$ cat src/rtl/rx_cmd_decoder.sv
// ============================================================================
// Module   : rx_cmd_decoder
// Purpose  : Assembles synchronized RX bytes into write/read/ALU command frames
//            and issues single-cycle registered register-file and ALU strobes.
//            Optional mid-frame idle timeout: define CMD_TIMEOUT_EN.
// Revision : 1.0 - initial release
// ============================================================================
`default_nettype none

module rx_cmd_decoder #(
  parameter int DATA_WIDTH     = 8,
  parameter int ADDR_WIDTH     = 4,
  parameter int FUN_WIDTH      = 4,
  parameter int TIMEOUT_CYCLES = 1024
) (
  input  logic                  CLK,
  input  logic                  RST,
  input  logic [DATA_WIDTH-1:0] rx_data,
  input  logic                  rx_valid,
  output logic                  wr_en,
  output logic                  rd_en,
  output logic [ADDR_WIDTH-1:0] addr,
  output logic [DATA_WIDTH-1:0] wr_data,
  output logic                  alu_en,
  output logic [FUN_WIDTH-1:0]  alu_fun,
  output logic                  clk_gate_en,
  output logic                  frame_done,
  output logic                  cmd_err
);

  localparam logic [DATA_WIDTH-1:0] c_OP_WR     = DATA_WIDTH'(8'hAA);
  localparam logic [DATA_WIDTH-1:0] c_OP_RD     = DATA_WIDTH'(8'hBB);
  localparam logic [DATA_WIDTH-1:0] c_OP_ALU_AB = DATA_WIDTH'(8'hCC);
  localparam logic [DATA_WIDTH-1:0] c_OP_ALU    = DATA_WIDTH'(8'hDD);

  typedef enum logic [2:0] {
    S_IDLE    = 3'd0,
    S_WR_ADDR = 3'd1,
    S_WR_DATA = 3'd2,
    S_RD_ADDR = 3'd3,
    S_OP_A    = 3'd4,
    S_OP_B    = 3'd5,
    S_ALU_FUN = 3'd6
  } state_t;

  state_t                r_state, w_state_nx;
  logic                  r_wr_en, w_wr_en_nx;
  logic                  r_rd_en, w_rd_en_nx;
  logic                  r_alu_en, w_alu_en_nx;
  logic                  r_frame_done, w_frame_done_nx;
  logic                  r_cmd_err, w_cmd_err_nx;
  logic                  r_clk_gate_en, w_clk_gate_en_nx;
  logic [ADDR_WIDTH-1:0] r_addr, w_addr_nx;
  logic [DATA_WIDTH-1:0] r_wr_data, w_wr_data_nx;
  logic [FUN_WIDTH-1:0]  r_alu_fun, w_alu_fun_nx;
  logic                  w_timeout;

`ifdef CMD_TIMEOUT_EN
  localparam int c_CNT_W = (TIMEOUT_CYCLES > 2) ? $clog2(TIMEOUT_CYCLES) : 1;
  localparam logic [c_CNT_W-1:0] c_CNT_MAX = c_CNT_W'(TIMEOUT_CYCLES - 1);

  logic [c_CNT_W-1:0] r_to_cnt;

  // An arriving byte on the expiry cycle takes priority over the abort.
  assign w_timeout = (r_state != S_IDLE) && !rx_valid && (r_to_cnt == c_CNT_MAX);

  always_ff @(posedge CLK or negedge RST) begin
    if (!RST) begin
      r_to_cnt <= '0;
    end else if ((r_state == S_IDLE) || rx_valid || w_timeout) begin
      r_to_cnt <= '0;
    end else begin
      r_to_cnt <= r_to_cnt + c_CNT_W'(1);
    end
  end
`else
  logic w_unused_timeout;
  assign w_unused_timeout = ^32'(TIMEOUT_CYCLES);
  assign w_timeout        = 1'b0;
`endif

  always_ff @(posedge CLK or negedge RST) begin
    if (!RST) begin
      r_state       <= S_IDLE;
      r_wr_en       <= 1'b0;
      r_rd_en       <= 1'b0;
      r_alu_en      <= 1'b0;
      r_frame_done  <= 1'b0;
      r_cmd_err     <= 1'b0;
      r_clk_gate_en <= 1'b0;
      r_addr        <= '0;
      r_wr_data     <= '0;
      r_alu_fun     <= '0;
    end else begin
      r_state       <= w_state_nx;
      r_wr_en       <= w_wr_en_nx;
      r_rd_en       <= w_rd_en_nx;
      r_alu_en      <= w_alu_en_nx;
      r_frame_done  <= w_frame_done_nx;
      r_cmd_err     <= w_cmd_err_nx;
      r_clk_gate_en <= w_clk_gate_en_nx;
      r_addr        <= w_addr_nx;
      r_wr_data     <= w_wr_data_nx;
      r_alu_fun     <= w_alu_fun_nx;
    end
  end

  always_comb begin
    w_state_nx       = r_state;
    w_wr_en_nx       = 1'b0;
    w_rd_en_nx       = 1'b0;
    w_alu_en_nx      = 1'b0;
    w_frame_done_nx  = 1'b0;
    w_cmd_err_nx     = 1'b0;
    // The gate survives the alu_en cycle and falls on the one after it.
    w_clk_gate_en_nx = r_clk_gate_en & ~r_alu_en;
    w_addr_nx        = r_addr;
    w_wr_data_nx     = r_wr_data;
    w_alu_fun_nx     = r_alu_fun;

    if (w_timeout) begin
      w_state_nx       = S_IDLE;
      w_cmd_err_nx     = 1'b1;
      w_clk_gate_en_nx = 1'b0;
    end else if (rx_valid) begin
      case (r_state)
        S_IDLE: begin
          if (rx_data == c_OP_WR) begin
            w_state_nx = S_WR_ADDR;
          end else if (rx_data == c_OP_RD) begin
            w_state_nx = S_RD_ADDR;
          end else if (rx_data == c_OP_ALU_AB) begin
            w_state_nx       = S_OP_A;
            w_clk_gate_en_nx = 1'b1;
          end else if (rx_data == c_OP_ALU) begin
            w_state_nx       = S_ALU_FUN;
            w_clk_gate_en_nx = 1'b1;
          end else begin
            w_cmd_err_nx = 1'b1;
          end
        end
        S_WR_ADDR: begin
          w_addr_nx  = rx_data[ADDR_WIDTH-1:0];
          w_state_nx = S_WR_DATA;
        end
        S_WR_DATA: begin
          w_wr_data_nx    = rx_data;
          w_wr_en_nx      = 1'b1;
          w_frame_done_nx = 1'b1;
          w_state_nx      = S_IDLE;
        end
        S_RD_ADDR: begin
          w_addr_nx       = rx_data[ADDR_WIDTH-1:0];
          w_rd_en_nx      = 1'b1;
          w_frame_done_nx = 1'b1;
          w_state_nx      = S_IDLE;
        end
        S_OP_A: begin
          w_addr_nx    = ADDR_WIDTH'(0);
          w_wr_data_nx = rx_data;
          w_wr_en_nx   = 1'b1;
          w_state_nx   = S_OP_B;
        end
        S_OP_B: begin
          w_addr_nx    = ADDR_WIDTH'(1);
          w_wr_data_nx = rx_data;
          w_wr_en_nx   = 1'b1;
          w_state_nx   = S_ALU_FUN;
        end
        S_ALU_FUN: begin
          w_alu_fun_nx    = rx_data[FUN_WIDTH-1:0];
          w_alu_en_nx     = 1'b1;
          w_frame_done_nx = 1'b1;
          w_state_nx      = S_IDLE;
        end
        default: w_state_nx = S_IDLE;
      endcase
    end
  end

  assign wr_en       = r_wr_en;
  assign rd_en       = r_rd_en;
  assign addr        = r_addr;
  assign wr_data     = r_wr_data;
  assign alu_en      = r_alu_en;
  assign alu_fun     = r_alu_fun;
  assign clk_gate_en = r_clk_gate_en;
  assign frame_done  = r_frame_done;
  assign cmd_err     = r_cmd_err;

endmodule

`default_nettype wire
$ cat config.mk
export PLATFORM = sky130hd
export DESIGN_NAME = rx_cmd_decoder
export DESIGN_NICKNAME = d
export VERILOG_FILES = /design/src/rtl/rx_cmd_decoder.sv
export SDC_FILE = /design/constraint.sdc
export NUM_CORES = 1
export LEC_CHECK = 0
export ABC_AREA = 1
export BUFFER_PORTS_ARGS = -buffer_cell sky130_fd_sc_hd__buf_4
export CAP_MARGIN = 10
export CORE_MARGIN = 2
export CORE_UTILIZATION = 49
export DETAILED_ROUTE_END_ITERATION = 8
export HOLD_SLACK_MARGIN = 0.02
export PLACE_DENSITY = 0.73
export SLEW_MARGIN = 20
export SYNTH_ARGS = -nofsm -noshare
export SYNTH_HDL_FRONTEND = slang
export SYNTH_SLANG_ARGS = --single-unit
$ cat constraint.sdc
create_clock -name CLK -period 1.71 [get_ports CLK]
set_input_delay 0.2565 -clock CLK [delete_from_list [all_inputs] [get_ports CLK]]
set_output_delay 0.2565 -clock CLK [all_outputs]
set_load 0.01 [all_outputs]
Word level (Yosys, flattened, before mapping)
Index checks and enable logic that the tools add are counted.
- register bits after elaboration: 25
- latch bits: 0
- memory bits (writable): 0
- memory bits (read-only): 0
- input port bits: 11
- output and inout port bits: 22
- word-level logic and storage cells: 58
- memories kept: 0
- $add $sub $neg: 0
- multipliers: 0
- div/mod/pow operators: 0
- order comparisons: 0
- equal/unequal tests: 11
- shift-type cells: 0
- multiplexer cells: 26
- bitwise operators: 2
- reductions and logical operators: 9
- operators by type and width (cell ; number):
    8-bit equality test, second input constant ; 4
    1-bit two-way mux ; 20
    3-bit two-way mux ; 4
    3-bit case mux with 4 select lines ; 1
    4-bit case mux with 3 select lines ; 1
    3-bit equality test, second input constant ; 3
    2-bit AND reduction ; 4
    3-bit by 2-bit equality test with 1-bit output, second input constant ; 2
    3-bit OR reduction ; 2
    5-bit inequality test, second input constant ; 1
    3-bit by 1-bit equality test with 1-bit output, second input constant ; 1
    3-bit logical NOT ; 1
    3-bit nonzero test ; 1
    2-bit OR reduction ; 1
    1-bit AND ; 1
    1-bit inverter ; 1

Logic depth before layout (Yosys ltp)
Gate-level depths: netlist of the first run.
- word-level depth: 8
- depth in mapped cells: 8
- depth with buffers taken out: 8

Worst setup path before layout of the first run
Ideal clock, no wire load.
- path type: register to register
- start point: register r_state[2]
- end point: register r_wr_data[5], in the netlist wr_data[5]
- setup time: 126 ps
- arrival: 1083 ps
- required time: 1584 ps
- path slack: 501 ps
- cell stages (with the launch flop): 7
- buffers on the path: 1
- period minus slack after synthesis: 1209 ps
- cell sequence: dfrtp_1 -> inv_2 -> nor2_1 -> nand2_2 -> o21ai_4 -> buf_6 -> o21ai_0
- cells in the longest elaborated chain, start to end: 3
- elaborated cells on any way between the ends: 5
- those cells by class: eq/ne (3); reduce/logical (2)
- RTL lines (what ; RTL line ; text):
    start, declared ; 46 ; state_t r_state, w_state_nx;
    start signal, assigned ; 95 ; r_state <= w_state_nx;
    3-bit equality test or 3-bit by 2-bit equality test with 1-bit output (tied branches) ; 126 ; case (r_state)
    3-bit OR reduction (no line) (*) ; - ;
    2-bit AND reduction (no line) (*) ; - ;
    end signal, assigned ; 103 ; r_wr_data <= w_wr_data_nx;
    end, declared ; 54 ; logic [DATA_WIDTH-1:0] r_wr_data, w_wr_data_nx;
Every way passes the cells marked *; elsewhere a longest branch is shown, timed or not.
A chain may end at the register's enable or synchronous reset.

Worst setup path in the final report of the first run
- start point: register r_state[1]
- end point: register r_wr_data[0], in the netlist wr_data[0]
The elaborated chain is that of the path after synthesis.

==> flow_summary.ini, run 1 <==
[logic_synthesis]
synth_fp_nets = 133
syn_area_um2 = 1070
ys_warn_count = 0
syn_area_per_cell_um2 = 8.77
ys_seq_elements = 25
postSynthCellCount = 122
synth_area_leader_cell = dfrtp_1
synth_top_area_share_pct = 58.5
synth_cell_types = 18
yosysSeqAreaShare_pct = 58.5
synthTopCellsByArea = dfrtp_1 58%, nand2_1 8.1%, nor2_1 6.7%

[detailed_routing]
drt-initial-drc-count = 11
routed_via_density = 4.91
drt_pre_antenna_iters = 5
num_vias = 904
drt-total-wl_um = 2130
post_drt_wl_per_cell_um = 11.6
drc = 0
antenna_left = 0

[sta]
skew_ps = 2.94
finalHoldViolations = 0
tightestPinTransition_ps = 418
timing.fmax_mhz = 710
setup_viol = 0
rsz0062_at_grt = no
relSlewSlack_pct = 72.0
min_period_over_period_pct = 82.4
fin_tns_setup_ps = 0
post-route-min-period_ps = 1410
maxSlewViolCount = 0

[final_layout]
regArea_um2 = 626
nFillCells = 189
area_growth_pct = 27.5
multiInputGateArea_um2 = 372
fin_area_um2 = 1360
drive_above_1_share_pct = 25.5
layout_common_cells = 32 x buf_4, 25 x dfrtp_1, 23 x nand2_1, 19 x nor2_1, 14 x inv_1
utilization_pct = 68.1
mostFrequentLayoutCell = buf_4
diodes = 0
nNetsFinal = 169

[clock_network]
clock_sinks = 25
cts_buffer_depth = 2
h-tree-depth = 1
clk-insertion-delay-late_ps = 310
cts_tree = built
cts_buffers = 3
postCtsSetupBuffers = 0
clk_pin_slew_ps = 130
cts_root_buf = clkbuf_4

[global_route]
antenna_found_initial = 0
grt_pass1_wl_um = 3420
track_usage_pct = 17.9
gr-total-overflow = 0
first_global_vias = 751
grt_max_degree = 26

[floorplan]
io_pins = 33
coreArea_um2 = 2000
rows = 16
dieArea_um2 = 2570
die_w_um = 50.7
die_y_um = 50.7
initial_core_util_pct = 53.4

[placed_design]
port_buffers = 32
dpl.hpwl_um = 1620
place_congestion = 0.840
place_area_um2 = 1330

[power_and_ir_drop]
pwr-share-comb_pct = 41.3
switchingPower_uw = 722
power_frac_clock_pct = 12.4
max-vdd-ir-drop_mv = 0.853
p_seq_share_pct = 46.3
intPower_uw = 1340
total_power_uw = 2060
power_per_cell_area_nw_per_um2 = 1510
leakage_uw = 0.000712
p_sw_share_pct = 35.0

[setup_path]
cp_max_fo = 17
end_kind = flop
worstPathRequired_ps = 1950
start_kind = flop
worstPathArrival_ps = 1640
path_class = reg -> reg

[hold_path]
hold_class = in -> reg

[run]
max-cap-violations = 0

[status]
status = finished, final reports clean
==> sequential cells by signal, indices dropped and copies added, names as in the netlist <==
| signal | count |
|---|---|
| addr | 4 |
| alu_en | 1 |
| wr_en | 1 |
| alu_fun | 4 |
| clk_gate_en | 1 |
| wr_data | 8 |
| cmd_err | 1 |
| rd_en | 1 |
| r_state | 3 |
| frame_done | 1 |
==> worst paths after layout <==
path / cells after the start / to / start / slack, ps
setup / recovery: 6 / wr_data[0]$_DFFE_PN0P_ / r_state[1]$_DFFE_PN0P_ / 300
hold / removal: 3 / wr_data[7]$_DFFE_PN0P_ / rx_data[7] / 150
setup reg to reg: 6 / wr_data[0]$_DFFE_PN0P_ / r_state[1]$_DFFE_PN0P_ / 300
hold reg to reg: 1 / clk_gate_en$_DFF_PN0_ / alu_en$_DFF_PN0_ / 480
max in group asynchronous: 2 / wr_data[0]$_DFFE_PN0P_ / RST / 1110
min in group asynchronous: 2 / r_state[1]$_DFFE_PN0P_ / RST / 360
==> logic make-up (layout without fill, tap and decap cells) <==
group | count (synthesis) | count (layout) | synth area share (%)
AOI/OAI and AO/OA | 23 | 23 | 12.7
and+or+nand+nor | 57 | 57 | 22.0
buffers and inverters | 17 | 52 | 6.78
DFF | 25 | 25 | 58.5
==> power groups by stage <==
stage / registers, uW / clock network, uW / logic, uW
floorplan: 1060 / 0 / 350
global placement: 962 / 0 / 844
detailed placement: 966 / 0 / 861
CTS: 955 / 266 / 863
global route: 980 / 295 / 950
finish: 955 / 256 / 852
==> cell type report <==
class                   count  area share (%)
clock buffers               4            1.93
inverters                  15            4.13
multi-input cells          80            27.2
flip-flops and latches     25            45.9
well taps                  27            2.48
repair buffers             33            18.3
==> metal layers <==
layer	track usage, %	share of wire, %
met2	24.3	42
met3	3.57	8.5
met1	28.0	48
met5	0	0
met4	6.76	0.56
==> metrics by stage <==
step | cells | hold slack (ps) | worst slack (ps)
2_1_floorplan | 122 | -39.1 | 501
3_3_place_gp | 179 | 172 | 398
3_5_place_dp | 179 | 176 | 349
4_1_cts | 184 | 150 | 310
6_report | 184 | 154 | 301
5_1_grt | 184 | 144 | 92.5
==> critical path, cell delays in order (launching register included) <==
cell and delay (ps):
dfrtp_1 470, nand2_1 120, nor2_1 100, inv_1 80, o21ai_4 360, nor2_1 70
a21oi_1 140
==> cells in the mapped netlist, drive strengths merged <==
| cell type | number |
|---|---|
| nand2 | 25 |
| nor3 | 1 |
| inv | 15 |
| dfrtp | 25 |
| a21oi | 7 |
| buf | 2 |
| a31oi | 1 |
| nand3 | 12 |
| a21boi | 1 |
| nor2 | 19 |
| o21ai | 13 |
| o211ai | 1 |
==> timing repair <==
item	CTS	global route
gates resized for setup	0	0
hold buffers	1	0
hold endpoints to repair	25	0
No activity file was read; power rests on OpenSTA's default activity.
==> inputs of run 2 (changes only) <==
==> constraint.sdc (replaced) <==
create_clock -name CLK -period 1.3 [get_ports CLK]
set_input_delay 0.195 -clock CLK [delete_from_list [all_inputs] [get_ports CLK]]
set_output_delay 0.195 -clock CLK [all_outputs]
set_load 0.01 [all_outputs]
==> run 2 against run 1 <==
  * Global-route usage up 1.9 points
  * Design area grew 4.9%
  * Maximum frequency is 9.6% higher
==> flow_summary.ini, run 2 (same netlist as run 1, synthesis figures left out) <==
[power_and_ir_drop]
pwr-share-comb_pct = 42.9
p_seq_share_pct = 45.0
power_frac_clock_pct = 12.0
max-vdd-ir-drop_mv = 1.26
p_sw_share_pct = 35.6
power_per_cell_area_nw_per_um2 = 1980
switchingPower_uw = 1010
total_power_uw = 2830
intPower_uw = 1830
leakage_uw = 0.000737

[sta]
maxSlewViolCount = 0
rsz0062_at_grt = yes
worst_slack_ps = 14.6
skew_ps = 2.24
relSlewSlack_pct = 79.2
tightestPinTransition_ps = 312
min_period_over_period_pct = 98.9
setup_viol = 0
post-route-min-period_ps = 1290
whs_ps = 89.6
finalHoldViolations = 0
timing.fmax_mhz = 778

[placed_design]
dpl.hpwl_um = 1810
pre_cts_slack_ps = -35.9
place_area_um2 = 1380
place_congestion = 0.777
port_buffers = 32

[floorplan]
dieArea_um2 = 2570
die_y_um = 50.7
coreArea_um2 = 2000
initial_core_util_pct = 53.4
die_w_um = 50.7
rows = 16
io_pins = 33

[final_layout]
utilization_pct = 71.4
fin_area_um2 = 1430
nFillCells = 174
nNetsFinal = 174
drive_above_1_share_pct = 33.3
regArea_um2 = 629
mostFrequentLayoutCell = buf_4
layout_common_cells = 36 x buf_4, 22 x nand2_1, 22 x dfrtp_1, 17 x nor2_1
diodes = 0
area_growth_pct = 33.7
largest_reg_flops = 8
multiInputGateArea_um2 = 384

[detailed_routing]
drt-initial-drc-count = 22
routed_via_density = 5.16
post_drt_wl_per_cell_um = 12.7
drt_pre_antenna_iters = 4
antenna_left = 0
drc = 0
num_vias = 976
drt-total-wl_um = 2400

[global_route]
antenna_found_initial = 0
gr-total-overflow = 0
grt_max_degree = 26
first_global_vias = 877
grt_pass1_wl_um = 3780
track_usage_pct = 19.9

[clock_network]
cts_buffers = 3
postCtsSetupBuffers = 0
clk-insertion-delay-late_ps = 310
h-tree-depth = 1
cts_buffer_depth = 2
cts_root_buf = clkbuf_4
clk_pin_slew_ps = 130
clock_sinks = 25
cts_tree = built

[setup_path]
crit_top_cell = nor2_1
worstPathRequired_ps = 1540
cp_top_family = flip-flops
start_kind = flop
worst-path-buf-inv = 1
critPathMaxStageDelay_ps = 480
crit_path_cell_trace = nor2_1 -> nand2_2 -> o21ai_4 -> buf_12 -> nor2_1 -> a21oi_1
reg2reg_slack_ps = 10
crit_slowest_cell = dfrtp_2
worstPathArrival_ps = 1530
end_kind = flop
path_class = reg -> reg
cp_max_fo = 17

[run]
max-cap-violations = 0

[status]
status = finished, final reports clean

[hold_path]
hold_class = in -> reg
[run 2: per-layer routing]
layer  track usage, %  routed length, um  vias to the layer above  part of all wire (%)
li1                 -                  -                      477                     -
met1             24.3               1030                      458                    43
met2             33.1               1190                       37                    50
met3             3.87                158                        4                   6.6
met4             10.4                 19                        0                  0.79
met5                0                  0                        -                     0
[run 2: worst paths after layout]
path	start	end	depth (start not counted)
max	r_state[1]$_DFFE_PN0P_	wr_data[3]$_DFFE_PN0P_	6
min	rx_data[7]	wr_data[7]$_DFFE_PN0P_	3
max reg2reg	r_state[1]$_DFFE_PN0P_	wr_data[3]$_DFFE_PN0P_	6
min reg2reg	alu_en$_DFF_PN0_	clk_gate_en$_DFF_PN0_	1
max in group asynchronous	RST	r_state[0]$_DFFE_PN0P_	2
min in group asynchronous	RST	alu_fun[1]$_DFFE_PN0P_	2
[run 2: worst register-to-register path, cell delays in order, from the launching register on]
cell and delay, ps:
dfrtp_2 480, nor2_1 180, nand2_2 130, o21ai_4 90
buf_12 150, nor2_1 50, a21oi_1 130
[run 2: power by group through the flow]
stage	sequential [uW]	combinational [uW]	clock (uW)
2_1_floorplan	1390	461	0
3_3_place_gp	1270	1170	0
3_5_place_dp	1280	1210	0
4_1_cts	1270	1210	348
5_1_grt	1310	1340	375
6_report	1280	1220	341
[run 2: what timing repair did]
| action | CTS | global route |
|---|---|---|
| endpoints found under the hold margin | 25 | 0 |
| gates resized for setup | 2 | 7 |
| hold buffers | 1 | 0 |
| setup endpoints to repair | 6 | 15 |
| pin swaps | 0 | 1 |
[run 2: layout make-up]
type	instances	area share, %
flip-flops and latches	25	44.0
multi-input cells	80	26.9
repair buffers	38	21.0
inverters	15	3.94
well taps	27	2.36
clock buffers	4	1.84
[run 2: per-stage QoR]
step,std cells,TNS (ps)
after CTS,189,0
after floorplan,122,0
after global placement,184,-74.8
after detailed placement,184,-67.3
final,189,0
after global routing,189,-443
==> inputs of run 3 (changes only) <==
--- a/config.mk
+++ b/config.mk
@@ -6,11 +6,12 @@
 export NUM_CORES = 1
 export LEC_CHECK = 0
 export ABC_AREA = 1
-export BUFFER_PORTS_ARGS = -buffer_cell sky130_fd_sc_hd__buf_4
+export BUFFER_PORTS_ARGS = -buffer_cell sky130_fd_sc_hd__buf_2
 export CAP_MARGIN = 10
 export CORE_MARGIN = 2
 export CORE_UTILIZATION = 49
 export DETAILED_ROUTE_END_ITERATION = 8
+export GPL_TIMING_DRIVEN = 0
 export HOLD_SLACK_MARGIN = 0.02
 export PLACE_DENSITY = 0.73
 export SLEW_MARGIN = 20
==> run 3 against run 2 <==
  * Sequential power barely moved
  * Critical path type unchanged
  * Non-clock buffer count grew 5
  * Clock skew hardly changed
  * Routed wire length is 3.1% lower
  * Critical endpoint is now wr_data[6]$_DFFE_PN0P_
  * Worst setup slack better by 51 ps
  * Total power down 3.5%
  * Critical path depth rose by 1
  * Final cell count increased by 2.6%
  * Core utilization shrank 2.1 points
  * Maximum frequency is 4.1% higher
==> flow_summary.ini, run 3 (same netlist as run 1, synthesis figures left out) <==
[setup_path]
worstPathRequired_ps = 1530
worstPathArrival_ps = 1460
start_kind = flop
cp_max_fo = 5
end_kind = flop
path_class = reg -> reg

[final_layout]
layout_common_cells = 32 x buf_2, 22 x nand2_1, 22 x dfrtp_1, 16 x nor2_1
layoutNonFillerInstCount = 194
mostFrequentLayoutCell = buf_2
utilization_pct = 69.4
diodes = 0
drive_above_1_share_pct = 35.9
area_growth_pct = 29.8
nFillCells = 178
nNetsFinal = 179
largest_reg_flops = 8

[clock_network]
cts_buffers = 3
h-tree-depth = 1
clock_sinks = 25
clk-insertion-delay-late_ps = 300
clk_pin_slew_ps = 130
cts_tree = built
cts_buffer_depth = 2
cts_root_buf = clkbuf_4

[detailed_routing]
num_vias = 984
drc = 0
post_drt_wl_per_cell_um = 12.0
routed_via_density = 5.07
antenna_left = 0
drt-total-wl_um = 2320
drt_pre_antenna_iters = 4
drt-initial-drc-count = 17

[sta]
setup_viol = 0
rsz0062_at_grt = yes
tightestPinTransition_ps = 542
timing.fmax_mhz = 810
relSlewSlack_pct = 63.9
skew_ps = 2.68
maxSlewViolCount = 0
min_period_over_period_pct = 95.0
post-route-min-period_ps = 1230
finalHoldViolations = 0

[floorplan]
coreArea_um2 = 2000
io_pins = 33
rows = 16
dieArea_um2 = 2570
initial_core_util_pct = 53.4
die_w_um = 50.7
die_y_um = 50.7

[global_route]
grt_pass1_wl_um = 3860
grt_max_degree = 26
antenna_found_initial = 0
gr-total-overflow = 0
track_usage_pct = 19.7
first_global_vias = 910

[run]
max-cap-violations = 0

[placed_design]
place_inst = 181
place_congestion = 0.818
port_buffers = 32
dpl.hpwl_um = 1640

[power_and_ir_drop]
max-vdd-ir-drop_mv = 1.07
power_per_cell_area_nw_per_um2 = 1970
leakage_uw = 0.000740

[status]
status = finished, final reports clean

[hold_path]
hold_class = in -> reg
run 3: cell types whose count changed in the layout (fill, tap and decap cells not counted), sizes merged:
cell  delta
buf      +5
run 3: what timing repair did:
| action | CTS | global route |
|---|---|---|
| pin swaps | 1 | 1 |
| setup endpoints to repair | 14 | 15 |
| endpoints found under the hold margin | 25 | 0 |
| resized for setup | 3 | 9 |
| hold buffers | 1 | 0 |
| setup buffers | 6 | 3 |
run 3: power breakdown:
part / internal (uW) / switching, uW / leakage, uW
registers: 1080 / 163 / 0.000306
logic: 539 / 625 / 0.000420
clock network: 119 / 208 / 0.0000150
total: 1740 / 996 / 0.000740
run 3: cell type report:
type	count	area (um2)	area share, %
timing repair buffer	42	245	17.7
clock buffer	4	26.3	1.89
buffer	1	11.3	0.811
inverter	15	56.3	4.05
multi-input combinational	80	387	27.8
tap	27	33.8	2.43
sequential	25	629	45.3
run 3: stage by stage:
step           setup slack, ps  setup TNS [ps]  hold slack [ps]  power [uW]  instance area, um2
4_1_cts                  0.582               0              104        2690                1350
3_3_place_gp             -53.0            -351              204        2240                1260
5_1_grt                  -33.1           -81.6              121        2960                1390
3_5_place_dp              -100            -704              221        2270                1260
2_1_floorplan             91.4               0             -101        1850                1070
6_report                  65.6               0              112        2740                1390
run 3: per-layer routing:
layer | global-route usage, % | up-vias | routed length (um)
met3 | 2.68 | 2 | 139
met2 | 33.6 | 37 | 1100
met1 | 26.6 | 458 | 1070
met5 | 0 | - | 0
met4 | 4.50 | 0 | 12
li1 | - | 487 | -
run 3: path summary, 6_finish.rpt:
| kind | from | end | slack (ps) | cells after the start |
|---|---|---|---|---|
| max in group asynchronous | RST | r_state[0]$_DFFE_PN0P_ | 520 | 2 |
| worst max register to register | r_state[1]$_DFFE_PN0P_ | wr_data[6]$_DFFE_PN0P_ | 70 | 7 |
| min in group asynchronous | RST | frame_done$_DFF_PN0_ | 400 | 2 |
| worst min-delay path | rx_data[7] | wr_data[7]$_DFFE_PN0P_ | 110 | 3 |
| worst min register to register | alu_en$_DFF_PN0_ | clk_gate_en$_DFF_PN0_ | 450 | 1 |
| worst max-delay path | r_state[1]$_DFFE_PN0P_ | wr_data[6]$_DFFE_PN0P_ | 70 | 7 |
run 3: worst max-delay path, cell delays in order (launching register included):
cell,delay (ps)
dfrtp_2,450
nand2_2,90
nor2_2,90
inv_2,60
o21ai_4,180
buf_6,140
nor2_1,30
a21oi_1,120
